File: src/rtl/pll_seq_pkg.sv
// Shared types and sizing helpers for the PLL reset sequencer.
// Imported by the interface, the top level and the bench-facing modport users.
package pll_seq_pkg;

    typedef enum logic [2:0] {
        RST_PLL   = 3'd0,
        WAIT_LOCK = 3'd1,
        STABLE    = 3'd2,
        RUN       = 3'd3,
        FAIL      = 3'd4
    } seq_state_e;

    localparam int unsigned LOSS_CNT_W = 8;

    // The shared phase counter only ever reaches (longest phase - 1).
    function automatic int unsigned cnt_width(input int unsigned a,
                                              input int unsigned b,
                                              input int unsigned c);
        int unsigned m;
        m = a;
        if (b > m) m = b;
        if (c > m) m = c;
        return (m < 2) ? 1 : $clog2(m);
    endfunction

endpackage

File: src/rtl/pll_reset_sequencer_if.sv
// Control/status bundle between the PLL reset sequencer and the board side
// (PLL reset/lock pins, downstream reset, status counters).
interface pll_reset_sequencer_if #(
    parameter int unsigned MAX_RETRIES = 3
) ();
    import pll_seq_pkg::*;

    localparam int unsigned RETRY_W = $clog2(MAX_RETRIES + 1);

    logic                  pll_lock;
    logic                  reinit;
    logic                  pll_rst;
    logic                  sys_rst;
    logic                  ready;
    logic                  error;
    logic [RETRY_W-1:0]    retry_cnt;
    logic [LOSS_CNT_W-1:0] loss_cnt;

    modport master (
        input  pll_lock,
        input  reinit,
        output pll_rst,
        output sys_rst,
        output ready,
        output error,
        output retry_cnt,
        output loss_cnt
    );

    modport slave (
        output pll_lock,
        output reinit,
        input  pll_rst,
        input  sys_rst,
        input  ready,
        input  error,
        input  retry_cnt,
        input  loss_cnt
    );

endinterface

File: src/rtl/sync_2ff.sv
// Two-flop synchronizer for a single asynchronous level; both stages reset to 0.
module sync_2ff (
    input  logic clk,
    input  logic rst,
    input  logic d,
    output logic q
);

    logic meta_q;
    logic sync_q;

    always_ff @(posedge clk or posedge rst) begin
        if (rst) begin
            meta_q <= 1'b0;
            sync_q <= 1'b0;
        end else begin
            meta_q <= d;
            sync_q <= meta_q;
        end
    end

    assign q = sync_q;

endmodule

File: src/rtl/pll_reset_sequencer.sv
// Power-up/recovery sequencer for the DDR3 rPLL: pulses PLL reset, waits for a
// debounced LOCK with bounded retries, then releases the system reset.
module pll_reset_sequencer
    import pll_seq_pkg::*;
#(
    parameter int unsigned RST_CYCLES    = 64,
    parameter int unsigned LOCK_TIMEOUT  = 27000,
    parameter int unsigned STABLE_CYCLES = 1024,
    parameter int unsigned MAX_RETRIES   = 3
) (
    input  logic                  clk,
    input  logic                  rst,
    pll_reset_sequencer_if.master bus
);

    localparam int unsigned CNT_W   = cnt_width(RST_CYCLES, LOCK_TIMEOUT, STABLE_CYCLES);
    localparam int unsigned RETRY_W = $clog2(MAX_RETRIES + 1);

    seq_state_e            state_q, state_d;
    logic [CNT_W-1:0]      cnt_q, cnt_d;
    logic [RETRY_W-1:0]    retry_q, retry_d;
    logic [LOSS_CNT_W-1:0] loss_q, loss_d;
    logic                  pll_rst_q, pll_rst_d;
    logic                  sys_rst_q, sys_rst_d;
    logic                  ready_q, ready_d;
    logic                  error_q, error_d;
    logic                  lock_s;

    sync_2ff u_lock_sync (
        .clk (clk),
        .rst (rst),
        .d   (bus.pll_lock),
        .q   (lock_s)
    );

    always_ff @(posedge clk or posedge rst) begin
        if (rst) begin
            state_q   <= RST_PLL;
            cnt_q     <= '0;
            retry_q   <= '0;
            loss_q    <= '0;
            pll_rst_q <= 1'b1;
            sys_rst_q <= 1'b1;
            ready_q   <= 1'b0;
            error_q   <= 1'b0;
        end else begin
            state_q   <= state_d;
            cnt_q     <= cnt_d;
            retry_q   <= retry_d;
            loss_q    <= loss_d;
            pll_rst_q <= pll_rst_d;
            sys_rst_q <= sys_rst_d;
            ready_q   <= ready_d;
            error_q   <= error_d;
        end
    end

    always_comb begin
        state_d = state_q;
        retry_d = retry_q;
        loss_d  = loss_q;

        if (bus.reinit) begin
            state_d = RST_PLL;
            retry_d = '0;
        end else begin
            case (state_q)
                RST_PLL: begin
                    if (cnt_q == CNT_W'(RST_CYCLES - 1)) state_d = WAIT_LOCK;
                end
                WAIT_LOCK: begin
                    if (lock_s) begin
                        state_d = STABLE;
                    end else if (cnt_q == CNT_W'(LOCK_TIMEOUT - 1)) begin
                        if (retry_q == RETRY_W'(MAX_RETRIES)) begin
                            state_d = FAIL;
                        end else begin
                            retry_d = retry_q + 1'b1;
                            state_d = RST_PLL;
                        end
                    end
                end
                STABLE: begin
                    // A drop here is a debounce failure, not a timeout: retries untouched.
                    if (!lock_s) begin
                        state_d = WAIT_LOCK;
                    end else if (cnt_q == CNT_W'(STABLE_CYCLES - 1)) begin
                        state_d = RUN;
                        retry_d = '0;
                    end
                end
                RUN: begin
                    if (!lock_s) begin
                        state_d = RST_PLL;
                        if (loss_q != '1) loss_d = loss_q + 1'b1;
                    end
                end
                FAIL: begin
                    state_d = FAIL;
                end
                default: begin
                    state_d = RST_PLL;
                end
            endcase
        end

        // Counter only runs in timed phases; it restarts on any phase entry or reinit.
        if (bus.reinit || (state_d != state_q) || (state_d inside {RUN, FAIL})) begin
            cnt_d = '0;
        end else begin
            cnt_d = cnt_q + 1'b1;
        end

        // Outputs are decoded from the next state so they register alongside it.
        pll_rst_d = (state_d == RST_PLL);
        sys_rst_d = (state_d != RUN);
        ready_d   = (state_d == RUN);
        error_d   = (state_d == FAIL);
    end

    assign bus.pll_rst   = pll_rst_q;
    assign bus.sys_rst   = sys_rst_q;
    assign bus.ready     = ready_q;
    assign bus.error     = error_q;
    assign bus.retry_cnt = retry_q;
    assign bus.loss_cnt  = loss_q;

endmodule

File: src/flat_wrapper.sv
// flat-port wrapper written by rule: the top's interface ports become plain ports
module pll_reset_sequencer_flat import pll_seq_pkg::*;
#(
    parameter int unsigned RST_CYCLES    = 64,
    parameter int unsigned LOCK_TIMEOUT  = 27000,
    parameter int unsigned STABLE_CYCLES = 1024,
    parameter int unsigned MAX_RETRIES   = 3
)
  (clk, rst, bus_pll_lock, bus_reinit, bus_pll_rst, bus_sys_rst, bus_ready, bus_error, bus_retry_cnt, bus_loss_cnt);
  pll_reset_sequencer_if #(.MAX_RETRIES(MAX_RETRIES)) bus_i ();
  input  logic clk;
  input  logic rst;
  input wire logic [$bits(bus_i.pll_lock)-1:0] bus_pll_lock;
  input wire logic [$bits(bus_i.reinit)-1:0] bus_reinit;
  output wire logic [$bits(bus_i.pll_rst)-1:0] bus_pll_rst;
  output wire logic [$bits(bus_i.sys_rst)-1:0] bus_sys_rst;
  output wire logic [$bits(bus_i.ready)-1:0] bus_ready;
  output wire logic [$bits(bus_i.error)-1:0] bus_error;
  output wire logic [$bits(bus_i.retry_cnt)-1:0] bus_retry_cnt;
  output wire logic [$bits(bus_i.loss_cnt)-1:0] bus_loss_cnt;
  assign bus_i.pll_lock = bus_pll_lock;
  assign bus_i.reinit = bus_reinit;
  assign bus_pll_rst = bus_i.pll_rst;
  assign bus_sys_rst = bus_i.sys_rst;
  assign bus_ready = bus_i.ready;
  assign bus_error = bus_i.error;
  assign bus_retry_cnt = bus_i.retry_cnt;
  assign bus_loss_cnt = bus_i.loss_cnt;
  pll_reset_sequencer #(.RST_CYCLES(RST_CYCLES), .LOCK_TIMEOUT(LOCK_TIMEOUT), .STABLE_CYCLES(STABLE_CYCLES), .MAX_RETRIES(MAX_RETRIES)) u_core (.clk(clk), .rst(rst), .bus(bus_i));
endmodule
File: config.mk
export PLATFORM = sky130hd
export DESIGN_NAME = pll_reset_sequencer_flat
export DESIGN_NICKNAME = d
export VERILOG_FILES = /design/src/rtl/pll_seq_pkg.sv /design/src/rtl/pll_reset_sequencer_if.sv /design/src/rtl/sync_2ff.sv /design/src/rtl/pll_reset_sequencer.sv /design/src/flat_wrapper.sv
export SDC_FILE = /design/constraint.sdc
export NUM_CORES = 1
export LEC_CHECK = 0
export ABC_CLOCK_PERIOD_IN_PS = 2700
export CORE_ASPECT_RATIO = 0.9
export CORE_UTILIZATION = 54
export DETAILED_ROUTE_END_ITERATION = 7
export GPL_TIMING_DRIVEN = 0
export PLACE_DENSITY = 0.75
export SYNTH_ARGS = -nofsm -noshare
export SYNTH_HDL_FRONTEND = slang
export SYNTH_SLANG_ARGS = --single-unit
File: constraint.sdc
create_clock -name clk -period 2.7 [get_ports clk]
set_input_delay 0.405 -clock clk [delete_from_list [all_inputs] [get_ports clk]]
set_output_delay 0.405 -clock clk [all_outputs]
set_load 0.05 [all_outputs]
# Word level (Yosys, flattened, before mapping)
# Cells that the tools add are included.
# word_totals
reg_bits	34
# classes
n_reduce_logical	8
muxes	17
n_bitwise	2
eq_ne	18
add_sub_neg	3
# op_table
operator	n
$mux W3	8
$add A15 B1 Y15 const B	1
$eq A15 B10 Y1 const B	1
$eq A15 B15 Y1 const B	1
$eq A15 B6 Y1 const B	1
$mux W15	1
$pmux W3 S5	1
$mux W2	6
$eq A3 B2 Y1 const B	3
$ne A3 B2 Y1 const B	3
$ne A3 B3 Y1 const B	3
$add A8 B1 Y8 const B	1
$ne A8 B8 Y1 const B	1
$eq A3 B3 Y1 const B	2
$logic_not A3 Y1	2
$reduce_and A6 Y1	1
$pmux W2 S2	1
$reduce_and A4 Y1	1
$eq A3 B1 Y1 const B	1
$ne A3 B3 Y1	1
$reduce_bool A3 Y1	1
$add A2 B1 Y2 const B	1
$eq A2 B2 Y1 const B	1
$logic_or A1 B1 Y1	2
other kinds (2)	3

# Depth between registers and ports, before layout
# logic_depth
depth_word	10
ltp_mapped	7
depth_no_buf	6

# Modules after synthesis
# A second synthesis with hierarchy kept.
# hier_totals
cells_unflattened	161
area_unflattened_um2	1754.2
# modules_own_cells
mod	cells_per_inst	area_each_um2	instances
pll_reset_sequencer	158	1700.4	1
sync_2ff	3	53.8	1

# Least setup slack after synthesis
# Ideal clock, no wire load.
# synth_path
path_type	register to register
start	reg u_core.retry_q[0], in the netlist u_core.bus.retry_cnt[0]
end	reg u_core.retry_q[1], in the netlist u_core.bus.retry_cnt[1]
t_required_ns	2.627
path_slack_ns	0.741
arrival_time_ns	1.886
synth_period_minus_slack_ns	1.959
stages_incl_launch_ff	5
path_buffers	0
path_cell_list	dfrtp_1 > ha_1 > or4_4 > or3b_1 > a21oi_2
# synth_between
elab_chain_cells	6
elab_cells_between_ends	9
cone_classes	add/sub: 1; eq/ne: 2; mux: 5; reduce/logical: 1
# synth_rtl
item	line	text
start: declaration	pll_reset_sequencer.sv:21	logic [RETRY_W-1:0] retry_q, retry_d;
start signal: assignment	pll_reset_sequencer.sv:49	retry_q <= retry_d;
$add A2 B1 Y2	pll_reset_sequencer.sv:78	retry_d = retry_q + 1'b1;
$mux W2	pll_reset_sequencer.sv:75	if (retry_q == RETRY_W'(MAX_RETRIES)) begin
$mux W2	pll_reset_sequencer.sv:74	end else if (cnt_q == CNT_W'(LOCK_TIMEOUT - 1)) begin
$mux W2	pll_reset_sequencer.sv:72	if (lock_s) begin
$pmux W2 S2	pll_reset_sequencer.sv:67	case (state_q)
$mux W2	pll_reset_sequencer.sv:63	if (bus.reinit) begin
# Several ways; a longest one is shown, not always the timed one. The select of a mux whose other input is x is not followed.
# A chain may end at the register's enable or synchronous reset.

# Final worst setup path
# layout_path
start	reg u_core.cnt_q[0]
end	reg u_core.cnt_q[10]
# layout_between
elab_chain_cells	9
elab_cells_between_ends	18
cone_classes	add/sub: 1; eq/ne: 6; mux: 8; reduce/logical: 3
# layout_rtl
item	line	text
start: declaration	pll_reset_sequencer.sv:20	logic [CNT_W-1:0] cnt_q, cnt_d;
start signal: assignment	pll_reset_sequencer.sv:48	cnt_q <= cnt_d;
$eq A15 B10 Y1 / $eq A15 B15 Y1 (equally long branches)	pll_reset_sequencer.sv:87, pll_reset_sequencer.sv:74	
$mux W3 (on tied branches)	pll_reset_sequencer.sv:87, pll_reset_sequencer.sv:74	
$mux W3 (on tied branches)	pll_reset_sequencer.sv:85, pll_reset_sequencer.sv:72	
$pmux W3 S5	pll_reset_sequencer.sv:67	
$mux W3	pll_reset_sequencer.sv:63	
$eq A3 B2 Y1, or another cell as far along	pll_reset_sequencer.sv:108	if (bus.reinit || (state_d != state_q) || (state_d inside {RUN, FAIL})) begin
$reduce_bool A2 Y1 / $logic_or A1 B1 Y1 (equally long branches)	pll_reset_sequencer.sv:108	
$logic_or A1 B1 Y1	pll_reset_sequencer.sv:108	
$mux W15 *	pll_reset_sequencer.sv:108	
named net u_core.cnt_d[10]	pll_reset_sequencer.sv:20	
# The timed path passes the listed nets; every way through them passes the cells marked *.

==> run_results.csv <==
group,metric,value,unit
logic_synthesis,synth.avg_cell_area,10.66,sq um
clock_network,post-cts-setup-buffer-count,0,
critical_path,cp-end-kind,"flop",
floorplanning,die_w,59.18,microns
detailed_routing,drt_iter0_drc,45,
placement,hpwl,2142,microns
critical_path,crit_path_max_incr_delay,0.42,ns
timing,setup_violations,0,
timing,drv_slew,0,
detailed_routing,drt_pre_antenna_iters,4,
logic_synthesis,syn_inst,149,
logic_synthesis,ys_types,33,
cells_and_area,finalInstanceArea,1886,sq um
critical_path,reg2reg_from,"u_core.cnt_q[0]$_DFF_PP0_",
timing,fin_crit,2.237,ns
logic_synthesis,synth_area_leaders,"dfrtp_1 50%, xor2_1 6.6%, nor2_1 5.9%",
clock_network,cts_max_path_buffers,2,
clock_network,clkTransAtPathRegs,0.10,ns
global_routing,grt_antenna_before_repair,0,
logic_synthesis,synth-seq-area-share,0.5370,
logic_synthesis,synth_common_cells,"32 x dfrtp_1, 25 x nor2_1, 14 x nand2_1, 12 x xor2_1",
clock_network,htree_levels,2,
logic_synthesis,synth.net_count,156,
clock_network,clk_latency,0.33,ns
logic_synthesis,synth-seq-cells,34,
detailed_routing,vias,1198,
critical_path,cp.required,2.92,ns
clock_network,cts-hold-fix-buffers,0,
detailed_routing,wire_per_inst,13.89,microns
logic_synthesis,netlist.area_leader.share,0.5039,
detailed_routing,ant_nets,0,
flow_run,maxCapViolCount,0,
floorplanning,die_h,53.46,microns
critical_path,critPathLaunchType,"flop",
clock_network,clockRootBuffer,"clkbuf_4",
detailed_routing,via_per_inst,5.572,
worst_hold_path,hold_class,"flop to flop",
logic_synthesis,synth_edf_count,0,
logic_synthesis,syn-cell-area,1589,sq um
floorplanning,num_rows,18,
critical_path,r2r_cells,7,
cells_and_area,fill_cells,232,
critical_path,crit_type,"flop to flop",
floorplanning,ios,18,
timing,fin_crit_sh,0.8286,
detailed_routing,drc,0,
timing,rsz0062_at_grt,"no",
pwr,ir_drop,0.0003444,V
logic_synthesis,yosysMostFrequentCell,"dfrtp_1",
critical_path,reg2reg_to,"u_core.cnt_q[10]$_DFF_PP0_",
status,status,"finished, final reports clean",
timing,timing.hold.ws,0.3611,ns
detailed_routing,wl,2987,microns
global_routing,grt_overflow,0,
placement,placedCellCount,206,
critical_path,path_cells,"ha_1 -> nand3_1 -> nor3_2 -> nand4_1 -> a31oi_2 -> buf_4 -> nor2_1",
pwr,power_density,434.5,nW/um^2
logic_synthesis,ys.flop_type,"dfrtp_1",
floorplanning,die-area,3164,sq um
logic_synthesis,yosys_warnings,0,
timing,timing.slew.headroom,0.5954,
cells_and_area,finalNetCount,181,
pwr,power.total,0.8193,mW
placement,placed_area,1809,sq um
cells_and_area,area_growth,18.66,%
global_routing,grtUsageTotal,0.2128,
clock_network,clock_sinks,34,
cells_and_area,drive_gt1_frac,0.09143,
floorplanning,initial_core_util,0.5736,
critical_path,regToRegSetupSlack,0.46,ns
critical_path,startpoint,"u_core.cnt_q[0]$_DFF_PP0_",
cells_and_area,n_antenna_cell,0,
floorplanning,core,2770,sq um
global_routing,grt_max_degree,35,
timing,skew,0.008027,ns
cells_and_area,final-instance-count-excl-fill,215,
logic_synthesis,yosys.area.top_type,"dfrtp_1",
pwr,leakagePower,0.8113,nW
placement,numPortBuffers,17,
cells_and_area,fin_util,0.6807,
critical_path,crit_end,"u_core.cnt_q[10]$_DFF_PP0_",
clock_network,cts-buffers-inserted,5,
timing,setup_ws,0.4629,ns
placement,gp_congestion,0.7952,
timing,max_freq,0.4470,GHz
timing,timing.setup.tns,0,ns
global_routing,grt_pass1_vias,1108,
critical_path,arrival,2.46,ns
critical_path,critPathSlowestCell,"nor3_2",
global_routing,grt_pass1_wl,4816,microns
clock_network,cts_tree,"yes",
logic_synthesis,async_reset_ff_frac,1.000,
timing,worst_pin_slew,0.6032,ns
clock_network,cts_resized,0,
timing,hold_violations,0,
critical_path,cp_max_fo,10,
placement,place_ws,0.3421,ns
worst max-delay path: cells and delay by family, from the launching register on:
kind                       cells  cell delay, ns
AOI/OAI and AO/OA              1            0.38
buffers and inverters          1            0.25
adders and majority gates      1            0.22
DFF                            1            0.40
and+or+nand+nor                4            0.88
registers in the layout (all words and copies together), names as in the netlist:
signal                     count
u_core.bus.sys_rst             1
u_core.u_lock_sync.q           1
u_core.u_lock_sync.meta_q      1
u_core.bus.retry_cnt           2
u_core.cnt_q                  15
u_core.bus.error               1
u_core.bus.loss_cnt            8
u_core.bus.ready               1
u_core.state_q                 3
u_core.bus.pll_rst             1
how the worst min path moves through the flow:
stage	start	to	slack, ns	depth (start not counted)
after global placement	u_core.u_lock_sync.meta_q$_DFF_PP0_	u_core.u_lock_sync.q$_DFF_PP0_	0.34	0
after floorplan	u_core.u_lock_sync.meta_q$_DFF_PP0_	u_core.u_lock_sync.q$_DFF_PP0_	0.33	0
after CTS	u_core.u_lock_sync.meta_q$_DFF_PP0_	u_core.u_lock_sync.q$_DFF_PP0_	0.36	0
final	u_core.u_lock_sync.meta_q$_DFF_PP0_	u_core.u_lock_sync.q$_DFF_PP0_	0.36	0
after global routing	u_core.u_lock_sync.meta_q$_DFF_PP0_	u_core.u_lock_sync.q$_DFF_PP0_	0.37	0
after detailed placement	u_core.u_lock_sync.meta_q$_DFF_PP0_	u_core.u_lock_sync.q$_DFF_PP0_	0.34	0
cell families (layout without fill, tap and decap cells):
logic type,count (synthesis),after routing,share of synthesized area
XOR/XNOR,20,20,0.1102
multiplexers,1,1,0.007086
buffers and inverters,2,28,0.007086
flip-flops,34,34,0.5370
AO/OA/AOI/OAI,10,10,0.04882
adder cells (fa/ha/maj),3,3,0.02362
AND/OR/NAND/NOR,79,79,0.2661
cells in the final DEF (no fill, tap or decap), drive strengths merged, types with 2 or more instances in the layout:
master	synthesis	routed
nor3	3	3
nand2	14	14
clkbuf	0	8
nor3b	2	2
and3	3	3
nor2b	3	3
nand4	8	8
nor2	25	25
xor2	12	12
dfstp	2	2
xnor2	8	8
nand3	8	8
a21oi	5	5
buf	1	2
and4	4	4
and2	2	2
ha	3	3
dfrtp	32	32
or4	2	2
clkdlybuf4s50	0	17
per-layer routing:
metal / wire length, microns / up-vias / GRT usage
met5: 0 / - / 0
met3: 125 / 5 / 0.05134
met4: 42 / 0 / 0.09524
met1: 1359 / 580 / 0.2636
met2: 1460 / 33 / 0.3502
li1: - / 580 / -
power by group:
group / total [mW] / internal (mW) / switching (mW) / leakage (nW)
Clock: 0.264 / 0.104 / 0.160 / 0.0265
Combinational: 0.0361 / 0.0148 / 0.0213 / 0.324
Sequential: 0.519 / 0.514 / 0.00488 / 0.461
Total: 0.819 / 0.633 / 0.186 / 0.811
area by class of cell:
class                      count  area, sq um  area share
buffer                         1        7.507    0.003981
sequential                    34        853.3      0.4526
clock buffer                   8        48.80     0.02588
inverter                       1        3.754    0.001991
multi-input combinational    113        724.4      0.3842
tap                           40        50.05     0.02654
timing repair buffer          18        197.7      0.1048
Note: power is estimated with default switching activity, not from simulation.
